### src/rtl/usr_cmd_sequencer.sv
// rtl/usr_cmd_sequencer.sv - command sequencer driving a universal shift register's MODE/DATAIN
module usr_cmd_sequencer #(
  parameter int WIDTH = 4,
  parameter int CNT_W = 3
) (
  input  logic             clock,
  input  logic             reset,
  input  logic             cmd_valid,
  output logic             cmd_ready,
  input  logic [WIDTH-1:0] cmd_data,
  input  logic             cmd_dir,
  input  logic             cmd_fill,
  input  logic [CNT_W-1:0] cmd_count,
  output logic [1:0]       usr_mode,
  output logic [WIDTH-1:0] usr_datain,
  input  logic [WIDTH-1:0] usr_dataout,
  output logic             rsp_valid,
  input  logic             rsp_ready,
  output logic [WIDTH-1:0] rsp_data,
  output logic             busy
);

  typedef enum logic [2:0] {
    IDLE   = 3'd0,
    LOAD   = 3'd1,
    SHIFT  = 3'd2,
    SETTLE = 3'd3,
    RESP   = 3'd4
  } state_t;

  localparam logic [1:0] MODE_HOLD  = 2'b00;
  localparam logic [1:0] MODE_RIGHT = 2'b01;
  localparam logic [1:0] MODE_LEFT  = 2'b10;
  localparam logic [1:0] MODE_LOAD  = 2'b11;

  state_t           state, state_nxt;
  logic [CNT_W-1:0] cnt, cnt_nxt;
  logic [WIDTH-1:0] lat_data;
  logic             lat_dir;
  logic             lat_fill;
  logic [CNT_W-1:0] lat_count;

  always_ff @(posedge clock or negedge reset) begin
    if (!reset) begin
      state     <= IDLE;
      cnt       <= '0;
      lat_data  <= '0;
      lat_dir   <= 1'b0;
      lat_fill  <= 1'b0;
      lat_count <= '0;
      rsp_data  <= '0;
    end else begin
      state <= state_nxt;
      cnt   <= cnt_nxt;
      if (state == IDLE && cmd_valid) begin
        lat_data  <= cmd_data;
        lat_dir   <= cmd_dir;
        lat_fill  <= cmd_fill;
        lat_count <= cmd_count;
      end
      // Register output has absorbed the load and every shift by the SETTLE cycle.
      if (state == SETTLE) begin
        rsp_data <= usr_dataout;
      end
    end
  end

  always_comb begin
    state_nxt  = state;
    cnt_nxt    = cnt;
    cmd_ready  = 1'b0;
    usr_mode   = MODE_HOLD;
    usr_datain = '0;
    rsp_valid  = 1'b0;
    busy       = 1'b1;
    case (state)
      IDLE: begin
        cmd_ready = 1'b1;
        busy      = 1'b0;
        if (cmd_valid) begin
          state_nxt = LOAD;
        end
      end
      LOAD: begin
        usr_mode   = MODE_LOAD;
        usr_datain = lat_data;
        if (lat_count != '0) begin
          state_nxt = SHIFT;
          cnt_nxt   = lat_count;
        end else begin
          state_nxt = SETTLE;
        end
      end
      SHIFT: begin
        usr_mode   = lat_dir ? MODE_LEFT : MODE_RIGHT;
        usr_datain = {WIDTH{lat_fill}};
        cnt_nxt    = cnt - CNT_W'(1);
        if (cnt == CNT_W'(1)) begin
          state_nxt = SETTLE;
        end
      end
      SETTLE: begin
        state_nxt = RESP;
      end
      RESP: begin
        rsp_valid = 1'b1;
        if (rsp_ready) begin
          state_nxt = IDLE;
        end
      end
      default: begin
        state_nxt = IDLE;
      end
    endcase
  end

endmodule

### config.mk
export PLATFORM = sky130hd
export DESIGN_NAME = usr_cmd_sequencer
export DESIGN_NICKNAME = d
export VERILOG_FILES = /design/src/rtl/usr_cmd_sequencer.sv
export SDC_FILE = /design/constraint.sdc
export NUM_CORES = 1
export LEC_CHECK = 0
export CAP_MARGIN = 20
export CORE_ASPECT_RATIO = 1.5
export CORE_MARGIN = 1
export CORE_UTILIZATION = 25
export DETAILED_ROUTE_END_ITERATION = 8
export GPL_ROUTABILITY_DRIVEN = 0
export SLEW_MARGIN = 15
export SYNTH_ARGS = -nofsm -noshare
export SYNTH_HDL_FRONTEND = slang
export SYNTH_SLANG_ARGS = --single-unit
### constraint.sdc
create_clock -name clock -period 1.6 [get_ports clock]
set_input_delay 0.16 -clock clock [delete_from_list [all_inputs] [get_ports clock]]
set_output_delay 0.16 -clock clock [all_outputs]
set_load 0.05 [all_outputs]
## Yosys cells after proc, flatten, opt, wreduce, memory -nomap -nowiden

Index checks and enable logic that the tools add are counted.

- Register bits after elaboration: 19
- Output and inout port bits: 13
- Word-level logic and storage cells: 36

- Add/sub/neg operators: 1
- Equal/unequal tests: 9
- Muxes and demuxes: 13
- Reductions and logical operators: 6

Operators by type and width:

| kind | number |
|---|---|
| one-hot mux 3 bit (5 select lines) | 1 |
| 2-to-1 mux 3 bit | 4 |
| != test 2 bit, second input constant | 4 |
| one-hot mux 4 bit (2 select lines) | 1 |
| == test 3 x 1 -> 1 bit, second input constant | 2 |
| == test 3 x 2 -> 1 bit, second input constant | 2 |
| one-hot mux 3 bit (2 select lines) | 1 |
| 2-to-1 mux 1 bit | 4 |
| one-hot mux 2 bit (2 select lines) | 1 |
| == test 3 bit, second input constant | 1 |
| logical NOT 3 bit | 1 |
| AND reduction 3 bit | 1 |
| nonzero test 3 bit | 1 |
| subtractor 3 x 1 -> 3 bit, second input constant | 1 |
| 2-to-1 mux 2 bit | 1 |
| AND reduction 2 bit | 1 |
| nonzero test 2 bit | 1 |
| logical AND 1 bit | 1 |

## Logic depth before layout (Yosys ltp)

- Word-level depth: 3
- Mapped depth: 6
- Gate-level depth less buffers: 6

## Worst setup path before layout

OpenSTA, ideal clock, no wires.

- Kind: register to output
- Start point: register state[0]
- End point: output usr_datain[0]
- Arrival: 1.675 ns
- Data required time: 1.440 ns
- Path slack: -0.235 ns
- Stages on the path, launching flop included: 5
- Cells stage by stage: dfrtp_1 -> buf_2 -> nor2b_1 -> nand2_1 -> a21oi_1

- Longest elaborated chain between the ends: 2
- Elaborated cells between the ends (all ways): 3

RTL lines:

| item | line | text |
|---|---|---|
| start: declaration | 36 | `state_t state, state_nxt;` |
| start signal: assignment | 53 | `state <= state_nxt;` |
| == test 3 x 2 -> 1 bit / == test 3 x 1 -> 1 bit (equally long branches) | 76 | `case (state)` |
| one-hot mux 4 bit (2 select lines) * | 76 |  |
| end: declaration | 15 | `output logic [WIDTH-1:0] usr_datain,` |

Every way passes the cells marked *; elsewhere a longest branch is shown, timed or not.

## Worst setup path in the final report

- Start point: register state[0]
- End point: output cmd_ready

- Longest elaborated chain between the ends: 2

RTL lines:

| item | line | text |
|---|---|---|
| logical NOT 3 bit | 76 |  |
| 2-to-1 mux 1 bit | 76 |  |
| end: declaration | 9 | `output logic cmd_ready,` |

No other way between the ends.

==> impl_metrics.ini <==
[status]
outcome = completed

[pwr]
power_density_nw_per_um2 = 2470
design_power_total_uw = 3870
power.static_leakage_uw = 0.000659
max-vdd-ir-drop_v = 0.000926

[logic_synthesis]
average_instance_area_after_synthesis_um2 = 10.8
synth_enable_flop_cells = 0
netlist_instances = 91
synth.area.top_cells = dfrtp_1 (49%), mux2_2 (15%), a21oi_1 (5.1%), o21ai_0 (3.1%), ha_1 (2.6%)
postSynthRegisterBits = 19
syn_area_um2 = 978
yosysMostFrequentCell = dfrtp_1
seq_area_frac_synth_pct = 48.6
synth-async-reset-ratio_pct = 100
netlist.top_cell.by_area = dfrtp_1
most_used_flip_flop_cell_after_synthesis = dfrtp_1
ys.warnings.count = 0
yosys-top-cells-count = dfrtp_1 (19), mux2_2 (13), a21oi_1 (10)
post_synth_num_cell_types = 28
netlist.area_leader.share_pct = 48.6
mappedNetlistNets = 110

[job]
drv.max_cap_violation_count = 0

[setup_path]
crit_fanout = 6
setup.worst_path.end_class = output port
r2r_start = state[1]$_DFFE_PN0P_
critPathRequiredTime_ps = 1440
reg2reg_depth = 4
crit_path_start_kind = flip-flop
reg2reg_to = lat_count[2]$_DFFE_PN0P_
critical_path_class = reg -> out
ff2ff_setup_slack_ps = 70
worst_ep_arrival_time_ps = 1420

[place]
postPlaceCellArea_um2 = 1420
total_half_perimeter_wirelength_after_legalization_and_detailed_placement_um = 1670
portBuffers = 29

[global_routing]
overflow = 0
wire_length_of_the_first_global_routing_pass_um = 3620
first_global_vias = 853
antenna_found_initial = 0
grt_start_max_net_pins = 20
grt_usage_pct = 11.9

[detailed_routing]
routed-via-count = 821
postRouteAntennaNets = 0
routed_wl_um = 2160
met3_length_um = 36
wl_met1_um = 829
firstDrtPassIters = 2
detail_route.drc_violations = 0
drtIter0Drc = 9
routed_length_per_instance_um = 12.5
maxUsedRoutingLayer = met4
dr_wl_met2_um = 1240
via_density_per_instance = 4.75

[clock_network]
htreeDepth = 1
cts-buffers-inserted = 3
clock_tree_root_buffer_cell = clkbuf_8
path_clk_slew_ps = 70
cts_hold_buffers = 0
insertion_delay_ps = 250
numClockSinks = 19
clk_path_buf_depth = 2
cts_tree = yes

[final_layout]
finish.net_count = 150
n_diodes = 0
area.growth.synth_to_final_pct = 60.2
design_area_um2 = 1570
drive_gt1_share_pct = 44.6

[timing]
period_needed_ps = 1580
timing.final.max_slew_violations = 0
rsz0062_at_grt = yes
timing.clock.skew_ps = 1.14
hold_violations = 0
timing_worst_slew_pin_value_ps = 278
finalSetupViolCount = 0
achievable-frequency_ghz = 0.634
min_period_over_period_pct = 98.7
slew-limit-headroom_pct = 81.3

[floorplanning]
die-area_um2 = 4170
die_y_um = 78.6
die_width_um = 53.1
initial_utilization_pct = 26.3
core_um2 = 3720
design.portCount = 30
placementRows = 27

[hold_path]
holdCritPathClass = in -> async
[routing by layer]
layer	track usage (%)	vias to the layer above
met3	1.74	5
met4	6.32	0
li1	-	398
met2	21.4	9
met5	0	-
met1	12.6	409
[stage by stage]
stage / TNS, ps / util [%] / setup WS, ps / hold WS, ps / std cells
after floorplan: -938 / - / -235 / -136 / 91
after global placement: 0 / 38.2 / 101 / 490 / 165
after detailed placement: 0 / 38.2 / 68.1 / 495 / 165
after CTS: 0 / 40.8 / 5.61 / 255 / 172
after global routing: -189 / 42.2 / -31.4 / 265 / 173
final: 0 / 42.2 / 21.6 / 237 / 173
[critical path: stages, from the launching register on]
cell	delay (ps)
dfrtp_2	440
buf_4	160
or3_4	340
clkinvlp_4	90
buf_12	130
[cell type report]
type                    count  area, um^2
fillers                   385        2150
multi-input cells          61         519
flip-flops and latches     19         478
repair buffers             40         444
well taps                  43        53.8
clock buffers               3        41.3
inverters                   6        26.3
clock inverters             1        5.00
[flip-flops by register name, summed over array words and instances, names as in the netlist]
register   count
state          3
lat_fill       1
lat_count      3
lat_dir        1
cnt            3
lat_data       4
rsp_data       4
[where the power goes]
group / leakage [uW] / switching (uW) / internal, uW
clock network: 0.0000255 / 152 / 173
registers: 0.000223 / 198 / 731
logic: 0.000410 / 1380 / 1240
total: 0.000659 / 1730 / 2140
[logic make-up after synthesis]
| family | count (synthesis) | share of synthesized area [%] |
|---|---|---|
| compound gates | 22 | 13.4 |
| fa+ha+maj | 2 | 2.56 |
| buf+inv | 11 | 5.50 |
| flops | 19 | 48.6 |
| mux | 14 | 16.0 |
| simple gates | 23 | 13.9 |
[how the worst max path moves through the flow]
stage / slack (ps) / start / to / depth (start not counted)
floorplan: -230 / state[0]$_DFFE_PN0P_ / usr_datain[0] / 4
global placement: 100 / cmd_valid / lat_data[2]$_DFFE_PN0P_ / 4
detailed placement: 70 / cmd_valid / lat_count[2]$_DFFE_PN0P_ / 4
CTS: 6 / state[1]$_DFFE_PN0P_ / usr_datain[1] / 5
global route: -30 / state[1]$_DFFE_PN0P_ / usr_datain[2] / 4
finish: 20 / state[0]$_DFFE_PN0P_ / cmd_ready / 4
[cell usage in the layout, fill, tap and decap left out, drive strengths merged, types with 2 or more instances in the layout]
cell type,netlist,final
inv,6,5
a21oi,10,10
nor2,6,6
nand2,6,6
ha,2,2
o21ai,6,6
clkbuf,2,3
clkdlybuf4s50,0,16
mux2,13,13
buf,3,24
or3,2,2
nor2b,2,2
dfrtp,19,19
[repair_timing]
item	4_1_cts	5_1_grt
resized for setup	8	10
buffers inserted	3	1
hold endpoints to repair	0	0
pin swaps	0	4
setup endpoints to repair	8	7
Note: power is estimated with default switching activity, not from simulation.
==> edit 1 (config.mk and constraints unchanged) <==
Re-encode `state_t` (5 states) as one-hot, 5 bits wide.
--- a/src/rtl/usr_cmd_sequencer.sv
+++ b/src/rtl/usr_cmd_sequencer.sv
@@ -22,8 +22,8 @@
 
-  typedef enum logic [2:0] {
-    IDLE   = 3'd0,
-    LOAD   = 3'd1,
-    SHIFT  = 3'd2,
-    SETTLE = 3'd3,
-    RESP   = 3'd4
+  typedef enum logic [4:0] {
+    IDLE   = 5'b00001,
+    LOAD   = 5'b00010,
+    SHIFT  = 5'b00100,
+    SETTLE = 5'b01000,
+    RESP   = 5'b10000
   } state_t;
Formal check against the unedited RTL: same outputs for any inputs over 10 cycles, from zero or initial values and one cycle with reset low; not proved beyond that.
==> edit 1 against the original RTL <==
The flow now finishes with violations (negative setup slack). Non-clock buffer count rose by 14. Worst setup slack got worse by 0.34 ns. Register-to-register slack got worse by 0.21 ns. Total power fell by 8.7%. Routed wire length rose by 37%. Area after synthesis rose by 9.1%. Sequential cell count rose by 2. First-iteration DRC count rose to 4.2 times the old value. Sequential share of layout area fell by 2.2 points. Sequential power rose by 7.1%. Final area rose by 19%. Largest cell class unchanged.
==> edit 1: results (changes against the original RTL) <==
- The flow ran to the end, but the final reports show violations.
- The checks that failed: negative setup slack.
- The tightest slew margin relative to the limit is 0.591 (-0.222).
- The data arrival time of the critical path was 1.75 ns (+0.33 ns).
- The utilization after layout came to 0.463 (+0.0408).
- The largest net degree at the start of global routing was 22 (+10%).
- The synthesized-area fraction occupied by ao, oa, aoi and oai cells is 0.114 (-0.0206).
- Yosys attributes the largest share of cell area to sky130_fd_sc_hd__dfrtp_1 (47%), sky130_fd_sc_hd__mux2_2 (9.5%), sky130_fd_sc_hd__mux2_4 (5.6%).
- The post-placement setup slack is -0.0809 ns (-0.149 ns).
- The net count of the mapped netlist was 106 (-3.6%).
- The detailed-placement wirelength estimate came to 2.12 mm (+27%).
- The largest registers in the layout are state (5), lat_data (4), rsp_data (4).
- The initial DRC count came to 38 (+29).
- The area after detailed placement is 0.00168 mm^2 (+19%).
- The worst setup margin came to -0.314 ns (-0.336 ns).
- The average wire per cell in the routed design came to 16.0 um (+28%).
- The peak per-stage delay on the critical path was 0.42 ns (-0.02 ns).
- The number of different library cells in the post-synthesis netlist is 38 (+36%).
- The via density per instance is 5.01 (+5.6%).
- The slowest stage of the critical path is the sky130_fd_sc_hd__dfrtp_1 cell.
- The share of cells above drive strength 1 is 0.536 (+0.0896).
- The clock insertion delay at the later pin of the skew report is 0.27 ns (+0.02 ns).
- The number of fill cells is 360 (-6.5%).
- The clock skew after layout is 0.00474 ns (+0.00360 ns).
- The portion of netlist area occupied by mux cells is 0.151 (-0.00862).
- The detailed-routing iteration count for the pre-antenna-repair pass is 4 (+2).
- The sequential fraction of the synthesis area was 0.494 (+0.00762).
- The static leakage power is 0.000850 uW (+29%).
- The async set or reset register ratio after synthesis is 1.00 (unchanged).
- The maximum fanout count along the critical path is 7 (+1).
- The total routing usage reported by global routing is 0.132 (+0.0133).
- The wire length of the first global-routing pass is 4.63 mm (+28%).
- The xor/xnor share of the synthesized area is 0.0164 (+0.0164).
- The count of input and output buffers is 29 (unchanged).
- The adder-cell share of the synthesized area is 0.0234 (-0.00213).
- The peak supply drop is 1.11 mV (+20%).
- The number of global-route vias before repair is 1032 (+21%).
- The commonest cells after synthesis are sky130_fd_sc_hd__dfrtp_1 (20), sky130_fd_sc_hd__mux2_2 (9), sky130_fd_sc_hd__a22o_1 (5), sky130_fd_sc_hd__nor3_1 (5).
- The final setup violation count came to 25 (+25).
- The number of nets in the layout is 160 (+6.7%).
edit 1: cell types whose count changed after synthesis, sizes merged, moves of 2 or more:
cell / change
a21oi: -9
a22o: +4
inv: -2
nand2: -5
nor2: -3
nor3: +4
nor3b: +3
o21ai: -5
or4b: +2
xor2: +2
edit 1: logic make-up after synthesis:
family / count (synthesis)
simple gates: 25
buf+inv: 9
mux: 13
compound gates: 15
xor+xnor: 2
fa+ha+maj: 2
flops: 21
edit 1: worst paths after layout:
path                                    startpoint                       end  slack (ns)  cells past startpoint
min                                          reset  lat_count[1]$_DFFE_PN0P_        0.23                      2
max                           state[2]$_DFFE_PN0P_             usr_datain[0]       -0.31                      6
min reg2reg                rsp_data[1]$_DFFE_PN0P_   rsp_data[1]$_DFFE_PN0P_        0.52                      1
min in group clock                     cmd_data[0]   lat_data[0]$_DFFE_PN0P_        0.50                      2
max reg2reg                   state[3]$_DFFE_PN0P_      state[3]$_DFFE_PN0P_       -0.14                      6
max in group asynchronous                    reset      state[0]$_DFFE_PN1P_        1.10                      2
edit 1: timing repair:
action / CTS / global route
gates resized for setup: 2 / 19
pin swaps: 3 / 4
buffers inserted: 2 / 4
cloned: 0 / 0
endpoints found under the setup margin: 24 / 28
hold endpoints to repair: 0 / 0
hold buffers: 0 / 0
edit 1: final cells by class:
class,count,share of cell area
inverter,4,0.00805
clock buffer,3,0.0221
clock inverter,1,0.00268
timing repair buffer,54,0.309
tap,45,0.0302
sequential,21,0.283
multi-input combinational,57,0.344
edit 1: worst max-delay path: cells and delay by family, from the launching register on:
kind | cells | cell delay [ns]
buf+inv | 3 | 0.46
flops | 1 | 0.42
compound gates | 1 | 0.26
simple gates | 2 | 0.34
edit 1: stage by stage:
step	TNS (ns)	total power [uW]	std cells	hold WS (ns)
finish	-3.90	3540	185	0.228
global route	-4.95	3690	185	0.254
CTS	-2.94	3330	181	0.228
detailed placement	-1.00	2940	175	0.500
global placement	-0.389	2880	175	0.493
floorplan	-0.895	2140	87	-0.136
edit 1: report_power, final:
group          internal (uW)  switching [uW]
Clock                    174             185
Sequential               772             225
Combinational           1120            1060
edit 1: routing by layer:
| layer | global-route usage | share of wire | up-vias |
|---|---|---|---|
| met1 | 0.129 | 0.38 | 459 |
| met3 | 0.0378 | 0.044 | 4 |
| met2 | 0.258 | 0.56 | 28 |
| met5 | 0 | 0 | - |
| met4 | 0.0575 | 0.015 | 0 |
| li1 | - | - | 436 |
==> edit 2 (same flow settings) <==
Without the edit above. Set the parameter `CNT_W` to 5 (it was 3).
--- a/src/rtl/usr_cmd_sequencer.sv
+++ b/src/rtl/usr_cmd_sequencer.sv
@@ -3,3 +3,3 @@
   parameter int WIDTH = 4,
-  parameter int CNT_W = 3
+  parameter int CNT_W = 5
 ) (
Interface: changed (resized cmd_count); port bits go from 30 to 32. The function was not compared with the original's and may differ.
==> edit 2 against the original RTL <==
Final area up 23%. Critical path type unchanged. Combinational power up 23%. Routed wire length up 48%. Area after synthesis up 24%. The run now ends with negative setup slack left. Sequential cell count up 4. Total power up 21%. Worst setup slack worse by 0.054 ns.
==> edit 2: results (changes against the original RTL) <==
- The average wire per cell in the routed design is 14.6 um (+17%).
- The share of cells above drive strength 1 is 0.477 (+0.0313).
- The wire length of the first global-routing pass came to 5.09 mm (+41%).
- The number of different library cells in the post-synthesis netlist is 31 (+11%).
- The peak per-stage delay on the critical path is 0.41 ns (-0.03 ns).
- The clock skew after layout came to 0.00163 ns (+0.000489 ns).
- After synthesis, the cell types taking the most area are sky130_fd_sc_hd__dfrtp_1 (48%), sky130_fd_sc_hd__mux2_4 (11%), sky130_fd_sc_hd__mux2_2 (5.6%).
- The wire length after detailed routing is 3.20 mm (+48%).
- The post-placement setup slack came to 0.00639 ns (-0.0617 ns).
- The worst register-to-register path begins at state[2]$_DFFE_PN0P_.
- By count the netlist is led by sky130_fd_sc_hd__dfrtp_1 (23), sky130_fd_sc_hd__nand2_1 (13), sky130_fd_sc_hd__a21oi_1 (10), sky130_fd_sc_hd__mux2_4 (9), sky130_fd_sc_hd__mux2_2 (6).
- The critical path capture point is usr_datain[1].
- The adder-cell share of the synthesized area is 0.0207 (-0.00491).
- The number of cells after detailed placement was 211 (+28%).
- The total routing usage reported by global routing is 0.134 (+0.0153).
- The post-route met1 wirelength is 1.16 mm (+40%).
- The number of nets in the layout is 177 (+18%).
- The sequential fraction of the synthesis area is 0.475 (-0.0107).
- The cell with the largest stage delay on the worst path is sky130_fd_sc_hd__dfrtp_1.
- The net count of the mapped netlist was 130 (+18%).
- The via density per instance is 4.55 (-4.2%).
- The flow ran to the end, but the final reports show violations.
- The data arrival time of the critical path is 1.47 ns (+0.05 ns).
- The setup slack of the worst register-to-register path is 0.05 ns (-0.02 ns).
- The TritonCTS buffer count is 3 (unchanged).
- The number of global-route vias before repair is 1104 (+29%).
- The static leakage power is 0.000811 uW (+23%).
- The final setup violation count is 6 (+6).
- The detailed-routing iteration count for the pre-antenna-repair pass is 4 (+2).
- The maximum fanout count along the critical path is 4 (-2).
- The worst setup margin is -0.0321 ns (-0.0537 ns).
- The average cell area after synthesis is 11.1 um^2 (+3.3%).
- The count of input and output buffers came to 31 (+6.9%).
- The summed negative setup slack over all endpoints was -0.130 ns (-0.130 ns).
- Tracing the worst setup path back leads to its startpoint at state[1]$_DFFE_PN0P_.
- The final reports fail on negative setup slack.
- The peak supply drop was 1.00 mV (+8.5%).
- The largest registers in the layout are cnt (5), lat_count (5).
- The async set or reset register ratio after synthesis came to 1.00 (unchanged).
- The measured slew at the worst slew-check pin is 0.424 ns (+0.146 ns).
- The antenna diode count is 0 (unchanged).
- The met2 routed wirelength is 1.85 mm (+49%).
- The synthesized-area fraction occupied by ao, oa, aoi and oai cells is 0.110 (-0.0248).
- The routed wire length on met3 is 125 um (+250%).
-- edit 2: cell types whose count changed after synthesis, moves of 2 or more --
cell and change:
sky130_fd_sc_hd__clkbuf_1 -2, sky130_fd_sc_hd__dfrtp_1 +4, sky130_fd_sc_hd__inv_1 -2, sky130_fd_sc_hd__mux2_2 -7, sky130_fd_sc_hd__mux2_4 +9, sky130_fd_sc_hd__nand2_1 +7, sky130_fd_sc_hd__nand3_1 +4, sky130_fd_sc_hd__nor2_1 -2
sky130_fd_sc_hd__nor2b_1 +2, sky130_fd_sc_hd__nor3b_1 +2, sky130_fd_sc_hd__o21ai_0 -3, sky130_fd_sc_hd__o2bb2ai_1 +3
-- edit 2: stage by stage --
step,hold slack [ns],instance area (um^2)
6_report,0.239,1920
5_1_grt,0.279,1920
4_1_cts,0.252,1860
3_5_place_dp,0.495,1730
3_3_place_gp,0.495,1730
2_1_floorplan,-0.136,1230
-- edit 2: cell families (layout without fill, tap and decap cells) --
kind of cell               Yosys count  in the layout
muxes                               15             15
DFF                                 23             23
and+or+nand+nor                     37             38
buffers and inverters               11             56
adders and majority gates            2              2
AOI/OAI and AO/OA                   21             21
-- edit 2: worst min path at each step --
stage,start,end,slack (ns)
final,reset,cnt[4]$_DFFE_PN0P_,0.24
after CTS,reset,cnt[3]$_DFFE_PN0P_,0.25
after detailed placement,lat_data[0]$_DFFE_PN0P_,lat_data[0]$_DFFE_PN0P_,0.49
after floorplan,reset,cnt[0]$_DFFE_PN0P_,-0.14
after global routing,reset,cnt[1]$_DFFE_PN0P_,0.28
after global placement,lat_fill$_DFFE_PN0P_,lat_fill$_DFFE_PN0P_,0.50
-- edit 2: cell type report --
cell class	count	area (um^2)
clock buffers	4	45.0
fillers	464	2660
inverters	5	26.3
multi-input cells	76	686
flip-flops and latches	23	576
well taps	64	80.1
repair buffers	47	509
-- edit 2: worst register-to-register path: stages, from the launching register on --
cell and delay (ns):
sky130_fd_sc_hd__dfrtp_1 0.38, sky130_fd_sc_hd__or3_4 0.43, sky130_fd_sc_hd__inv_8 0.07, sky130_fd_sc_hd__and2_2 0.24
sky130_fd_sc_hd__mux2_4 0.32
-- edit 2: where the power goes --
part / leakage [uW] / total, uW / internal (uW) / switching, uW
sequential: 0.000275 / 1130 / 876 / 257
combinational: 0.000512 / 3210 / 1550 / 1660
clock: 0.0000228 / 357 / 178 / 179
-- edit 2: what timing repair did --
| item | in CTS | in global routing |
|---|---|---|
| gates cloned | 0 | 1 |
| resized for setup | 18 | 10 |
| endpoints found under the hold margin | 0 | 0 |
| pin swaps | 5 | 5 |
| buffers inserted | 3 | 0 |
| endpoints found under the setup margin | 9 | 20 |
-- edit 2: layer usage --
metal,GRT usage,up-vias
li1,-,470
met1,0.141,484
met2,0.256,35
met3,0.0193,7
met4,0.0563,0
met5,0,-
